==> config.mk <==
export PLATFORM = sky130hd
export DESIGN_NAME = regfile_port_arbiter
export DESIGN_NICKNAME = d
export VERILOG_FILES = /design/src/rtl/regfile_port_arbiter.sv
export SDC_FILE = /design/constraint.sdc
export NUM_CORES = 1
export LEC_CHECK = 0
export CORE_AREA = 2 2 89 91
export CTS_CLUSTER_SIZE = 30
export DETAILED_ROUTE_END_ITERATION = 8
export DIE_AREA = 0 0 91 93
export PLACE_DENSITY = 0.84
export REMOVE_ABC_BUFFERS = 1
export SETUP_SLACK_MARGIN = 0.05
export SLEW_MARGIN = 0
export SYNTH_ARGS = -nofsm -noshare
export SYNTH_HDL_FRONTEND = slang
export SYNTH_SLANG_ARGS = --single-unit
==> constraint.sdc <==
create_clock -name clk_i -period 2.5 [get_ports clk_i]
set_input_delay 0.5 -clock clk_i [delete_from_list [all_inputs] [get_ports clk_i]]
set_output_delay 0.5 -clock clk_i [all_outputs]
set_load 0.005 [all_outputs]
==> src/rtl/regfile_port_arbiter.sv <==
// regfile_port_arbiter
//   Shares the register file's single write port (A3/WD3/WE3) and the A2 read
//   address between core writeback, a debug access port and an internal clear
//   sequencer that zeroes every register. Architectural writes to x0 are dropped.
//
// Ports
//   clk_i, rst_ni            clock (rising edge), asynchronous active-low reset
//   core_*_i / core_stall_o  core writeback request, rs2 address, stall back to the core
//   dbg_w*                   debug write channel (valid/ready)
//   dbg_r*                   debug read channel (valid/ready), read data with a valid pulse
//   clear_start_i            start clear sweep; clear_busy_o / clear_done_o report progress
//   rf_a3_o/rf_wd3_o/rf_we3_o/rf_a2_o/rf_rd2_i   register file connection
//
// Optional build macro
//   REGFILE_ARB_STARVE_GUARD_EN  forces a debug write grant after STARVE_LIMIT refused cycles.
module regfile_port_arbiter #(
  parameter int unsigned NREGS        = 32,
  parameter int unsigned AW           = 5,
  parameter int unsigned STARVE_LIMIT = 8
) (
  input  logic          clk_i,
  input  logic          rst_ni,
  input  logic          core_we_i,
  input  logic [AW-1:0] core_wa_i,
  input  logic [31:0]   core_wd_i,
  input  logic [AW-1:0] core_a2_i,
  input  logic          core_a2_used_i,
  output logic          core_stall_o,
  input  logic          dbg_wvalid_i,
  output logic          dbg_wready_o,
  input  logic [AW-1:0] dbg_wa_i,
  input  logic [31:0]   dbg_wd_i,
  input  logic          dbg_rvalid_i,
  output logic          dbg_rready_o,
  input  logic [AW-1:0] dbg_ra_i,
  output logic [31:0]   dbg_rdata_o,
  output logic          dbg_rdata_valid_o,
  input  logic          clear_start_i,
  output logic          clear_busy_o,
  output logic          clear_done_o,
  output logic [AW-1:0] rf_a3_o,
  output logic [31:0]   rf_wd3_o,
  output logic          rf_we3_o,
  output logic [AW-1:0] rf_a2_o,
  input  logic [31:0]   rf_rd2_i
);

  typedef enum logic [0:0] {StIdle, StClear} state_e;

  state_e        state_q, state_d;
  logic [AW-1:0] cnt_q, cnt_d;
  logic [31:0]   rdata_q, rdata_d;
  logic          rvalid_q, rvalid_d;
  logic          done_q, done_d;

  logic in_idle, in_clear, force_dbg, dbg_whs, dbg_rhs, last_addr;

`ifdef REGFILE_ARB_STARVE_GUARD_EN
  localparam int unsigned SW = $clog2(STARVE_LIMIT + 1);
  logic [SW-1:0] starve_q, starve_d;
`endif

  assign in_idle   = (state_q == StIdle);
  assign in_clear  = (state_q == StClear);
  assign last_addr = (cnt_q == AW'(NREGS - 1));

`ifdef REGFILE_ARB_STARVE_GUARD_EN
  assign force_dbg = in_idle & (starve_q >= SW'(STARVE_LIMIT));
`else
  assign force_dbg = 1'b0;
`endif

  // Every combinational output is held at 0 while reset is asserted.
  assign dbg_wready_o = rst_ni & in_idle & (~core_we_i | force_dbg);
  assign dbg_rready_o = rst_ni & in_idle & ~core_a2_used_i;
  assign core_stall_o = rst_ni & (in_clear | force_dbg);
  assign rf_a2_o      = !rst_ni ? '0 : ((core_a2_used_i | in_clear) ? core_a2_i : dbg_ra_i);

  assign dbg_whs = dbg_wvalid_i & dbg_wready_o;
  assign dbg_rhs = dbg_rvalid_i & dbg_rready_o;

  // Write-port grant: sweep, then forced/idle debug, then core. x0 writes dropped.
  always_comb begin
    rf_we3_o = 1'b0;
    rf_a3_o  = '0;
    rf_wd3_o = '0;
    if (rst_ni) begin
      if (in_clear) begin
        rf_we3_o = 1'b1;
        rf_a3_o  = cnt_q;
      end else if (dbg_whs) begin
        if (dbg_wa_i != '0) begin
          rf_we3_o = 1'b1;
          rf_a3_o  = dbg_wa_i;
          rf_wd3_o = dbg_wd_i;
        end
      end else if (core_we_i && !force_dbg && core_wa_i != '0) begin
        rf_we3_o = 1'b1;
        rf_a3_o  = core_wa_i;
        rf_wd3_o = core_wd_i;
      end
    end
  end

  always_comb begin
    state_d  = state_q;
    cnt_d    = cnt_q;
    done_d   = 1'b0;
    rdata_d  = rdata_q;
    rvalid_d = dbg_rhs;
    if (dbg_rhs) begin
      rdata_d = rf_rd2_i;
    end
    unique case (state_q)
      StIdle: begin
        if (clear_start_i) begin
          state_d = StClear;
          cnt_d   = '0;
        end
      end
      StClear: begin
        cnt_d = cnt_q + 1'b1;
        if (last_addr) begin
          state_d = StIdle;
          cnt_d   = '0;
          done_d  = 1'b1;
        end
      end
      default: state_d = StIdle;
    endcase
  end

`ifdef REGFILE_ARB_STARVE_GUARD_EN
  // Counts idle cycles in which a pending debug write is refused.
  always_comb begin
    starve_d = starve_q;
    if (in_idle) begin
      if (force_dbg || dbg_whs) begin
        starve_d = '0;
      end else if (dbg_wvalid_i && !dbg_wready_o) begin
        starve_d = starve_q + 1'b1;
      end
    end
  end

  always_ff @(posedge clk_i or negedge rst_ni) begin
    if (!rst_ni) begin
      starve_q <= '0;
    end else begin
      starve_q <= starve_d;
    end
  end
`endif

  always_ff @(posedge clk_i or negedge rst_ni) begin
    if (!rst_ni) begin
      state_q  <= StIdle;
      cnt_q    <= '0;
      rdata_q  <= '0;
      rvalid_q <= 1'b0;
      done_q   <= 1'b0;
    end else begin
      state_q  <= state_d;
      cnt_q    <= cnt_d;
      rdata_q  <= rdata_d;
      rvalid_q <= rvalid_d;
      done_q   <= done_d;
    end
  end

  assign dbg_rdata_o       = rdata_q;
  assign dbg_rdata_valid_o = rvalid_q;
  assign clear_busy_o      = in_clear;
  assign clear_done_o      = done_q;

endmodule

# Word level (Yosys, flattened, before mapping)
# Index checks and enable logic that the tools add are counted.
# W data, S select, Z words.
[totals]
register_bits = 40
output_inout_bits = 81
elab_cells = 46
[op_classes]
eq_ne = 2
muxes = 25
n_reduce_logical = 3
n_addsub = 1
bitwise = 10
[op_table]
columns = ["operator", "count"]
rows = [
  ["$mux W32", 5],
  ["$mux W5", 9],
  ["$pmux W5 S2", 1],
  ["$reduce_bool A5 Y1", 2],
  ["$mux W1", 9],
  ["$and A1 B1 Y1", 6],
  ["$add A5 B1 Y5 const B", 1],
  ["$eq A5 B5 Y1 const B", 1],
  ["$not A1 Y1", 3],
  ["$ne A2 B2 Y1 const B", 1],
  ["$pmux W1 S2", 1],
  ["$logic_and A1 B1 Y1", 1],
  ["$or A1 B1 Y1", 1],
]

# Longest topological paths before layout
# Gate-level depths: netlist of the first run.
[logic_depth]
depth_word = 7
mapped_depth = 6
depth_no_buf = 6

# Worst setup path after synthesis of the first run
# Ideal clock, no wire load.
[synth_timing]
path_type = "input port to output port"
from = "in core_wa_i[1]"
to = "out rf_wd3_o[10]"
cell_stages = 4
t_required_ns = 2.000
slack_ns = 0.370
arrival_ns = 1.630
path_buffers = 1
path_cell_list = "or4_4 o21a_4 buf_6 a32o_2"
[synth_via]
elab_chain_len = 6
[synth_lines]
columns = ["element", "line_no", "text"]
rows = [
  ["start: declaration", "24", "input logic [AW-1:0] core_wa_i,"],
  ["$reduce_bool A5 Y1", "97", "end else if (core_we_i && !force_dbg && core_wa_i != '0) begin"],
  ["$logic_and A1 B1 Y1", "97", ""],
  ["$mux W32", "97", ""],
  ["$mux W32", "91", "end else if (dbg_whs) begin"],
  ["$mux W32", "88", "if (in_clear) begin"],
  ["$mux W32", "87", "if (rst_ni) begin"],
  ["end: declaration", "42", "output logic [31:0] rf_wd3_o,"],
]
# Every way passes these cells.

# Worst setup path after layout of the first run
[layout_timing]
from = "in core_wa_i[1]"
to = "out rf_wd3_o[6]"
# Same word-level chain as after synthesis.

==> results.ini, run 1 <==
[yosys]
synth.most_common_cell = dfrtp_1
ys.warnings.count = 0
yosysTopAreaCellShare_pct = 44.7
synthMuxAreaShare_pct = 16.1
synth_top_family_by_area = compound AO/OA/AOI/OAI gates
synth_area_sq_um = 2240
synth_edf_count = 0
synth_top_area_cell = dfrtp_1
synthArstFlopShare_pct = 100
synth_cell_type_count = 32
synth-seq-cells = 40
synth_adder_area_share_pct = 1.12
ys_seq_area_share_pct = 44.7
synth.top_cells.by_area = dfrtp_1 (45%), a32o_2 (16%), mux2_1 (15%), o21ai_0 (2.7%), nand2_1 (2.0%)
synth_common_cells = dfrtp_1 (40), a32o_2 (31), mux2_1 (29)
synth_cells = 188
synth_compound_area_share_pct = 25.8
yosys.area_share.simple_pct = 7.26
ys.flop_type = dfrtp_1
avgSynthCellArea_sq_um = 11.9
yosys.area_share.xor_xnor_pct = 0

[clock_tree]
cts-root-buf = clkbuf_8
cts_tree = done
clock_latency_ps = 300
cts.sinks = 40
clock_path_buffers = 2
cts_max_level = 2
clk_pin_slew_worst_paths_ps = 80
numCtsBuffers = 5
hold_buffers = 0

[place]
dp_hpwl_um = 6670
place_area_sq_um = 4450
gp_congestion = 0.851
port-buffer-count = 203

[final_layout]
fin_area_sq_um = 4820
syn2layout_area_growth_pct = 115
drive_gt1_share_pct = 31.8
num_antenna_cells = 0
nets = 545
final.fill_count = 588
fin_util_pct = 64.1

[power_and_ir_drop]
leakagePower_nw = 2.36
power_mw = 2.36
power.share.clock_pct = 22.5
power_frac_seq_pct = 37.4
p_per_area_nw_per_um2 = 490
p_comb_share_pct = 40.1
p_int_mw = 1.71
power_switching_mw = 0.650
sw_frac_of_total_pct = 27.5
peakVddDrop_v = 0.000228

[global_routing]
grt_max_degree = 43
antenna_found_initial = 0
grt_usage_pct = 22.0
grt_pass1_vias = 2816
grt_pass1_wl_um = 14600
grt-ovfl-total = 0

[timing]
worst_slew_pin_slew_ps = 398
setup_tns_ps = 0
skew_ps = 6.93
finalHoldViolCount = 0
max_slew_margin_pct = 73.4
finalSetupViolations = 0
fmax_mhz = 407
worst_hold_slack_ps = 251
final_max_slew_viol_count = 0
finalCritPeriodShare_pct = 98.4
fin_crit_ps = 2460
rsz0062_at_grt = true

[detailed_routing]
wl_um = 9550
viasPerCell = 5.01
first_pass_iters = 4
drtIter0Drc = 68
avgRoutedWirePerCell_um = 18.3
vias = 2622
antenna_left = 0
drc_errors = 0

[setup_path]
crit_slowest_cell = or4_4
reg2reg_depth = 6
crit_arrival_ps = 1960
critPathLaunchType = input pin
critPathKind = in -> out
rr_endpoint = dbg_rdata_o[2]$_DFFE_PN0P_
endpoint_kind = output port
r2r_start = clear_busy_o$_DFF_PN0_
path_buf_inv = 3
path_delay_family = simple AND/OR/NAND/NOR gates
worstPathCellList = buf_8, or4_4, o21a_4, buf_4, a32o_2, buf_6
cpPeakStageDelay_ps = 600
crit_fanout = 5
regToRegSetupSlack_ps = 700
cp_data_required_time_ps = 2000

[die]
die_h_um = 93
design.die.area_sq_um = 8460
core_sq_um = 7530
die_width_um = 91
start_util_pct = 29.8
core.rowCount = 32
io_pins = 204

[min_path]
hold_class = in -> async

[run_status]
status = finished, final reports clean

[run]
maxCapViolCount = 0

==> layer usage <==
layer	GRT usage (%)	share of wire [%]	vias to the layer above
li1	-	-	1214
met1	25.1	39	1225
met2	40.4	51	167
met3	5.24	7.9	16
met4	7.58	2.4	0
met5	0	0	-
==> kinds of logic (layout without fill, tap and decap cells) <==
group / after synthesis / in the layout
muxes: 32 / 32
adders and majority gates: 2 / 2
and+or+nand+nor: 31 / 31
buffers and inverters: 20 / 249
AOI/OAI and AO/OA: 63 / 67
DFF: 40 / 40
==> power groups by stage <==
| stage | registers, mW | clock network, mW | logic, mW |
|---|---|---|---|
| floorplan | 0.895 | 0 | 0.252 |
| global placement | 0.879 | 0 | 0.878 |
| detailed placement | 0.896 | 0 | 0.909 |
| CTS | 0.885 | 0.548 | 0.930 |
| global route | 0.904 | 0.574 | 1.02 |
| finish | 0.883 | 0.533 | 0.947 |
==> flip-flops by register name, summed over array words and instances, names as in the netlist <==
register / flops
clear_done_o: 1
cnt_q: 5
dbg_rdata_o: 32
dbg_rdata_valid_o: 1
clear_busy_o: 1
==> cell usage in the layout, fill, tap and decap left out, types with 8 or more instances in the layout <==
master / instances
a32o_2: 31
buf_2: 33
buf_4: 15
buf_6: 20
clkdlybuf4s50_1: 149
dfrtp_1: 40
dlygate4sd2_1: 8
mux2_1: 29
nand2_1: 12
o21ai_0: 12
==> worst max-delay path by stage <==
stage / startpoint / endpoint / slack (ps) / cells after the start
after detailed placement: core_wa_i[1] / rf_wd3_o[6] / -600 / 5
after global placement: core_wa_i[1] / rf_wd3_o[6] / -580 / 5
final: core_wa_i[1] / rf_wd3_o[6] / 40 / 6
after global routing: core_wa_i[1] / rf_wd3_o[6] / 20 / 6
after floorplan: clear_busy_o$_DFF_PN0_ / rf_wd3_o[0] / -40 / 2
after CTS: dbg_wa_i[4] / rf_wd3_o[31] / -40 / 7
==> stage by stage <==
step	setup slack (ps)	cells
global placement	-582	491
detailed placement	-602	491
finish	40.4	523
global route	18.3	523
floorplan	-42.9	170
CTS	-35.3	521
==> area by class of cell <==
type / count / area, sq um / share of cell area (%)
timing repair buffer: 239 / 2320 / 48.2
multi-input combinational: 132 / 1250 / 25.9
sequential: 40 / 1000 / 20.8
tap: 102 / 128 / 2.65
clock buffer: 5 / 68.8 / 1.43
clock inverter: 3 / 46.3 / 0.960
inverter: 2 / 7.51 / 0.156
==> what timing repair did <==
action / 4_1_cts / 5_1_grt
resized for setup: 197 / 18
endpoints found under the setup margin: 40 / 36
pin swaps: 24 / 15
buffers inserted: 14 / 2
endpoints found under the hold margin: 0 / 0
cloned: 8 / 1
Power figures use the tool's default switching activity.
==> run 2, diff against run 1 <==
--- a/config.mk
+++ b/config.mk
@@ -5,11 +5,13 @@
 export SDC_FILE = /design/constraint.sdc
 export NUM_CORES = 1
 export LEC_CHECK = 0
-export CORE_AREA = 2 2 89 91
+export ABC_AREA = 1
+export CORE_AREA = 2 2 91 93
 export CTS_CLUSTER_SIZE = 30
 export DETAILED_ROUTE_END_ITERATION = 8
-export DIE_AREA = 0 0 91 93
-export PLACE_DENSITY = 0.84
+export DIE_AREA = 0 0 93 95
+export MAX_ROUTING_LAYER = met4
+export PLACE_DENSITY = 0.86
 export REMOVE_ABC_BUFFERS = 1
 export SETUP_SLACK_MARGIN = 0.05
 export SLEW_MARGIN = 0
==> run 2 against run 1 <==
Net effect: synthesized cell count is 86% higher; critical path type unchanged; register-to-register slack better by 80 ps; clock skew decreased by 4.2 ps; non-clock buffer count grew 2; sequential share of layout area down 1.2 points; flip-flop and latch count is the same; clock power is 2% lower; largest power group unchanged; critical path depth grew 2; final cell count rose by 30%; global-route usage increased by 3.6 points; combinational power rose by 32%; highest routed layer unchanged; worst hold slack got worse by 32 ps.
==> results.ini, run 2 <==
[global_routing]
antenna_found_initial = 3  ; +3
grt_pass1_wl_um = 17000  ; +17%
grt_usage_pct = 25.6  ; +3.6 points
grt_pass1_vias = 3393  ; +20%
grt-ovfl-total = 0  ; unchanged
grt_max_degree = 35  ; -19%

[die]
die_h_um = 95  ; +2.2%
core.rowCount = 33  ; +3.1%
core_sq_um = 7930  ; +5.3%
design.die.area_sq_um = 8840  ; +4.4%
die_width_um = 93  ; +2.2%
io_pins = 204  ; unchanged
start_util_pct = 33.2  ; +3.4 points

[clock_tree]
clock_path_buffers = 2  ; unchanged
clk_pin_slew_worst_paths_ps = 80  ; about the same
hold_buffers = 0  ; unchanged
cts-root-buf = clkbuf_8
cts_tree = done
cts.sinks = 40  ; unchanged
cts_max_level = 2  ; unchanged
numCtsBuffers = 5  ; unchanged
clock_latency_ps = 290  ; about the same

[yosys]
avgSynthCellArea_sq_um = 7.51  ; -37%
synth_common_cells = nand2_1 (127), nand3_1 (60), dfrtp_1 (40)
ys_seq_area_share_pct = 38.1  ; -6.6 points
ys.flop_type = dfrtp_1
synth-seq-cells = 40  ; unchanged
synth.most_common_cell = nand2_1
synth_area_sq_um = 2630  ; +17%
yosysTopAreaCellShare_pct = 38.1  ; -6.6 points
synth_cell_type_count = 29  ; -9.4%
synth.top_cells.by_area = dfrtp_1 (38%), nand2_1 (18%), nand3_1 (11%), a21oi_2 (6.3%), nand3_2 (4.2%)
synthArstFlopShare_pct = 100  ; unchanged
synth_top_area_cell = dfrtp_1
synth_cells = 350  ; +86%
ys.warnings.count = 0  ; unchanged
synth_edf_count = 0  ; unchanged

[timing]
setup_tns_ps = 0  ; unchanged
finalSetupViolations = 0  ; unchanged
fmax_mhz = 411  ; +1.1%
skew_ps = 2.77  ; -4.16 ps
rsz0062_at_grt = true
max_slew_margin_pct = 71.9  ; -1.5 points
finalHoldViolCount = 0  ; unchanged
final_max_slew_viol_count = 0  ; unchanged
fin_crit_ps = 2430  ; -26.4 ps
setup_slack_ps = 66.8  ; +26.4 ps
worst_slew_pin_slew_ps = 421  ; +22.8 ps
finalCritPeriodShare_pct = 97.3  ; -1.1 points

[place]
place_inst = 656  ; +34%
port-buffer-count = 203  ; unchanged
gp_congestion = 0.844  ; -0.82%
dp_hpwl_um = 7980  ; +20%
dp_slack_ps = -336  ; +267 ps

[setup_path]
r2r_start = clear_busy_o$_DFF_PN0_
cpPeakStageDelay_ps = 450  ; -150 ps
worstPathCellList = clkdlybuf4s50_1, inv_1, nor2_4, buf_12, buf_12, nand3_1, a21oi_1, dlygate4sd2_1
endpoint_kind = output port
regToRegSetupSlack_ps = 780  ; +80 ps
critPathKind = in -> out
cp_data_required_time_ps = 2000  ; about the same
crit_fanout = 12  ; +7
crit_arrival_ps = 1930  ; -30 ps
startpoint = dbg_wvalid_i
crit_slowest_cell = clkdlybuf4s50_1
crit_top_cell = buf_12
critPathLaunchType = input pin

[final_layout]
instances_no_fill = 682  ; +30%
fin_util_pct = 64.5  ; +0.43 points
drive_gt1_share_pct = 20.4  ; -11 points
seqCellArea_sq_um = 1000  ; unchanged
syn2layout_area_growth_pct = 94.5
largest_reg_flops = 32  ; unchanged
final.fill_count = 669  ; +14%
layout_common_cells = clkdlybuf4s50_1 (152), nand2_1 (127), nand3_1 (58)
multi_input_area_sq_um = 1410  ; +13%
final_common_cell = clkdlybuf4s50_1
nets = 698  ; +28%

[min_path]
hold_class = in -> async

[power_and_ir_drop]
leakagePower_nw = 2.34  ; -0.83%
p_per_area_nw_per_um2 = 551  ; +12%
peakVddDrop_v = 0.000523  ; +130%

[detailed_routing]
antenna_left = 0  ; unchanged
drtIter0Drc = 138  ; +100%
wl_um = 11000  ; +15%
vias = 3348  ; +28%
drc_errors = 0  ; unchanged
first_pass_iters = 5  ; +1
avgRoutedWirePerCell_um = 16.1  ; -12%
viasPerCell = 4.91  ; -2.1%

[run]
maxCapViolCount = 0  ; unchanged

[run_status]
status = finished, final reports clean

[run 2: cell type report]
type,instances,share of cell area [%]
clock inverter,2,0.685
tap,105,2.57
timing repair buffer,241,46.8
clock buffer,6,1.42
sequential,40,19.6
inverter,15,1.15
multi-input combinational,270,27.7
antenna,3,0.147
[run 2: repair_timing]
action,in CTS,in global routing
gates cloned,5,0
setup endpoints to repair,39,33
pin swaps,7,2
resized for setup,81,49
setup buffers,9,1
endpoints found under the hold margin,0,0
[run 2: per-stage QoR]
step / total power, mW / cell area [sq um] / hold slack (ps)
floorplan: 1.45 / 2450 / 204
global placement: 2.28 / 4860 / 462
detailed placement: 2.32 / 4860 / 464
CTS: 2.85 / 5140 / 221
global route: 3.01 / 5110 / 232
finish: 2.82 / 5110 / 219
[run 2: per-layer routing]
layer	wire length, um	global-route usage, %	part of all wire (%)	vias up
li1	-	-	-	1590
met4	172	7.84	1.6	0
met5	0	-	0	-
met1	4280	27.7	39	1565
met2	5230	44.3	48	182
met3	1320	9.02	12	11
[run 2: cell families (layout without fill, tap and decap cells)]
logic type	count (synthesis)	in the layout	share of synthesized area [%]
AO/OA/AOI/OAI	43	43	11.2
XOR/XNOR	2	2	0.666
adder cells (fa/ha/maj)	2	2	0.952
buffers and inverters	40	264	8.95
flip-flops	40	40	38.1
other	0	3	0
AND/OR/NAND/NOR	223	223	40.2
[run 2: power breakdown]
group          internal, mW  leakage [nW]  switching (mW)
logic                 0.767          1.76           0.483
registers             0.886         0.521           0.157
clock network         0.296        0.0552           0.227
total                  1.95          2.34           0.868
[run 2: final timing paths]
check,cells past startpoint,endpoint
min in group clk_i,2,dbg_rdata_o[26]$_DFFE_PN0P_
hold reg to reg,2,dbg_rdata_o[26]$_DFFE_PN0P_
max in group asynchronous,3,dbg_rdata_o[4]$_DFFE_PN0P_
setup reg to reg,8,dbg_rdata_o[22]$_DFFE_PN0P_
setup / recovery,8,rf_wd3_o[28]
hold / removal,2,clear_busy_o$_DFF_PN0_
[run 2: critical path: cells and delay by family]
family,cells,cell delay (ps)
AOI/OAI and AO/OA,1,140
buffers and inverters,5,1030
and+or+nand+nor,2,260
==> run 3, diff against run 2 <==
--- a/config.mk
+++ b/config.mk
@@ -5,13 +5,13 @@
 export SDC_FILE = /design/constraint.sdc
 export NUM_CORES = 1
 export LEC_CHECK = 0
-export ABC_AREA = 1
-export CORE_AREA = 2 2 91 93
+export ABC_AREA = 0
+export CORE_AREA = 2 2 89 91
 export CTS_CLUSTER_SIZE = 30
 export DETAILED_ROUTE_END_ITERATION = 8
-export DIE_AREA = 0 0 93 95
+export DIE_AREA = 0 0 91 93
 export MAX_ROUTING_LAYER = met4
-export PLACE_DENSITY = 0.86
+export PLACE_DENSITY = 0.84
 export REMOVE_ABC_BUFFERS = 1
 export SETUP_SLACK_MARGIN = 0.05
 export SLEW_MARGIN = 0
==> run 3 against run 2 <==
Net effect: sequential share of layout area grew 1.2 points; die area down 4.2%; global-route usage decreased by 2.9 points; utilization fell by 0.43 points; critical path type unchanged; highest routed layer unchanged.
==> results.ini, run 3 (synthesis results as in run 1) <==
[timing]
worst_slew_pin_slew_ps = 404  ; -17.3 ps
max_slew_margin_pct = 73.1  ; +1.2 points
finalHoldViolCount = 0  ; unchanged
setup_tns_ps = 0  ; unchanged
worst_hold_slack_ps = 249  ; +30.0 ps
fin_crit_ps = 2460  ; +25.8 ps
finalSetupViolations = 0  ; unchanged
final_max_slew_viol_count = 0  ; unchanged
fmax_mhz = 407  ; -1.0%
skew_ps = 6.86  ; +4.09 ps
setup_slack_ps = 41.0  ; -25.8 ps
rsz0062_at_grt = true
finalCritPeriodShare_pct = 98.4  ; +1.0 points

[power_and_ir_drop]
sw_frac_of_total_pct = 27.5  ; -3.3 points
power.share.clock_pct = 22.5  ; +3.9 points
power_switching_mw = 0.650  ; -25%
peakVddDrop_v = 0.000228  ; -56%
leakagePower_nw = 2.36  ; +0.84%
p_comb_share_pct = 40.1  ; -4.3 points
power_frac_seq_pct = 37.4  ; +0.4 points
p_per_area_nw_per_um2 = 490  ; -11%
p_int_mw = 1.71  ; -12%

[global_routing]
grt_pass1_vias = 2811  ; -17%
grt_max_degree = 43  ; +23%
grt-ovfl-total = 0  ; unchanged
grt_pass1_wl_um = 14600  ; -14%
grt_usage_pct = 22.7  ; -2.9 points
antenna_found_initial = 0  ; -3

[clock_tree]
cts_max_level = 2  ; unchanged
cts_tree = done
cts.sinks = 40  ; unchanged
clock_path_buffers = 2  ; unchanged
hold_buffers = 0  ; unchanged
cts-root-buf = clkbuf_8
clk_pin_slew_worst_paths_ps = 80  ; about the same
numCtsBuffers = 5  ; unchanged
clock_latency_ps = 300  ; about the same

[detailed_routing]
vias = 2654  ; -21%
drtIter0Drc = 70  ; -49%
antenna_left = 0  ; unchanged
drc_errors = 0  ; unchanged
first_pass_iters = 4  ; -1
viasPerCell = 5.07  ; +3.4%
avgRoutedWirePerCell_um = 18.3  ; +13%
wl_um = 9560  ; -13%

[setup_path]
endpoint_kind = output port
crit_arrival_ps = 1960  ; +30 ps
critPathLaunchType = input pin
crit_fanout = 5  ; -7
critPathKind = in -> out
cp_data_required_time_ps = 2000  ; about the same

[min_path]
hold_class = in -> async

[die]
die_h_um = 93  ; -2.1%
core_sq_um = 7530  ; -5.1%
core.rowCount = 32  ; -3.0%
die_width_um = 91  ; -2.2%
start_util_pct = 29.8  ; -3.4 points
io_pins = 204  ; unchanged
design.die.area_sq_um = 8460  ; -4.2%

[final_layout]
fin_area_sq_um = 4820  ; -5.7%
largest_reg_flops = 32  ; unchanged
final_common_cell = clkdlybuf4s50_1
syn2layout_area_growth_pct = 115
num_antenna_cells = 0  ; -3
drive_gt1_share_pct = 31.8  ; +11 points
layout_common_cells = clkdlybuf4s50_1 (149), dfrtp_1 (40), buf_2 (33)
nets = 545  ; -22%
fin_util_pct = 64.1  ; -0.43 points
final.fill_count = 588  ; -12%

[place]
dp_slack_ps = -602  ; -267 ps
gp_congestion = 0.864  ; +2.4%
dp_hpwl_um = 6670  ; -16%
place_area_sq_um = 4450  ; -8.4%
port-buffer-count = 203  ; unchanged

[run]
maxCapViolCount = 0  ; unchanged

[run_status]
status = finished, final reports clean

[run 3: cell count changes in the layout (fill, tap and decap cells not counted), moves of 17 or more]
cell	previous run	this run
nand2_1	127	12
mux2_1	0	29
a21oi_2	22	0
clkbuf_2	18	1
nand3_1	58	0
buf_2	6	33
a32o_2	0	31
[run 3: path summary, 6_finish.rpt]
check / from / to / slack [ps] / cells after the start
min in group clk_i: dbg_rdata_o[1]$_DFFE_PN0P_ / dbg_rdata_o[1]$_DFFE_PN0P_ / 490 / 1
max in group asynchronous: rst_ni / dbg_rdata_o[9]$_DFFE_PN0P_ / 1920 / 2
max: core_wa_i[1] / rf_wd3_o[6] / 40 / 6
min: rst_ni / clear_busy_o$_DFF_PN0_ / 250 / 2
min reg2reg: dbg_rdata_o[1]$_DFFE_PN0P_ / dbg_rdata_o[1]$_DFFE_PN0P_ / 490 / 1
max reg2reg: clear_busy_o$_DFF_PN0_ / dbg_rdata_o[2]$_DFFE_PN0P_ / 700 / 6
[run 3: what timing repair did]
item                                   4_1_cts  5_1_grt
cloned                                       8        1
gates resized for setup                    197       18
pin swaps                                   24       15
setup buffers                               14        2
endpoints found under the hold margin        0        0
setup endpoints to repair                   40       36
[run 3: metal layers]
| metal | GRT usage, % | vias up | share of wire (%) |
|---|---|---|---|
| li1 | - | 1215 | - |
| met1 | 25.9 | 1258 | 40 |
| met2 | 40.6 | 161 | 51 |
| met3 | 4.19 | 20 | 6.6 |
| met4 | 7.20 | 0 | 2.5 |
| met5 | - | - | 0 |
[run 3: area by class of cell]
| type | count | area [sq um] | share of cell area, % |
|---|---|---|---|
| repair buffers | 239 | 2320 | 48.2 |
| flip-flops and latches | 40 | 1000 | 20.8 |
| multi-input cells | 132 | 1250 | 25.9 |
| well taps | 102 | 128 | 2.65 |
| clock inverters | 3 | 46.3 | 0.960 |
| inverters | 2 | 7.51 | 0.156 |
| clock buffers | 5 | 68.8 | 1.43 |
[run 3: worst max-delay path, cell delays in order]
cell and delay [ps]:
buf_8 100, or4_4 600, o21a_4 260, buf_4 130
a32o_2 240, buf_6 120
[run 3: stage by stage]
step / std cells / power, mW
floorplan: 170 / 1.15
global placement: 491 / 1.76
detailed placement: 491 / 1.80
CTS: 521 / 2.36
global route: 523 / 2.50
finish: 523 / 2.36
[run 3: power by group through the flow]
stage	Combinational [mW]	Clock (mW)	Sequential (mW)
floorplan	0.252	0	0.895
global placement	0.878	0	0.879
detailed placement	0.909	0	0.896
CTS	0.930	0.548	0.885
global route	1.02	0.574	0.904
finish	0.947	0.532	0.884
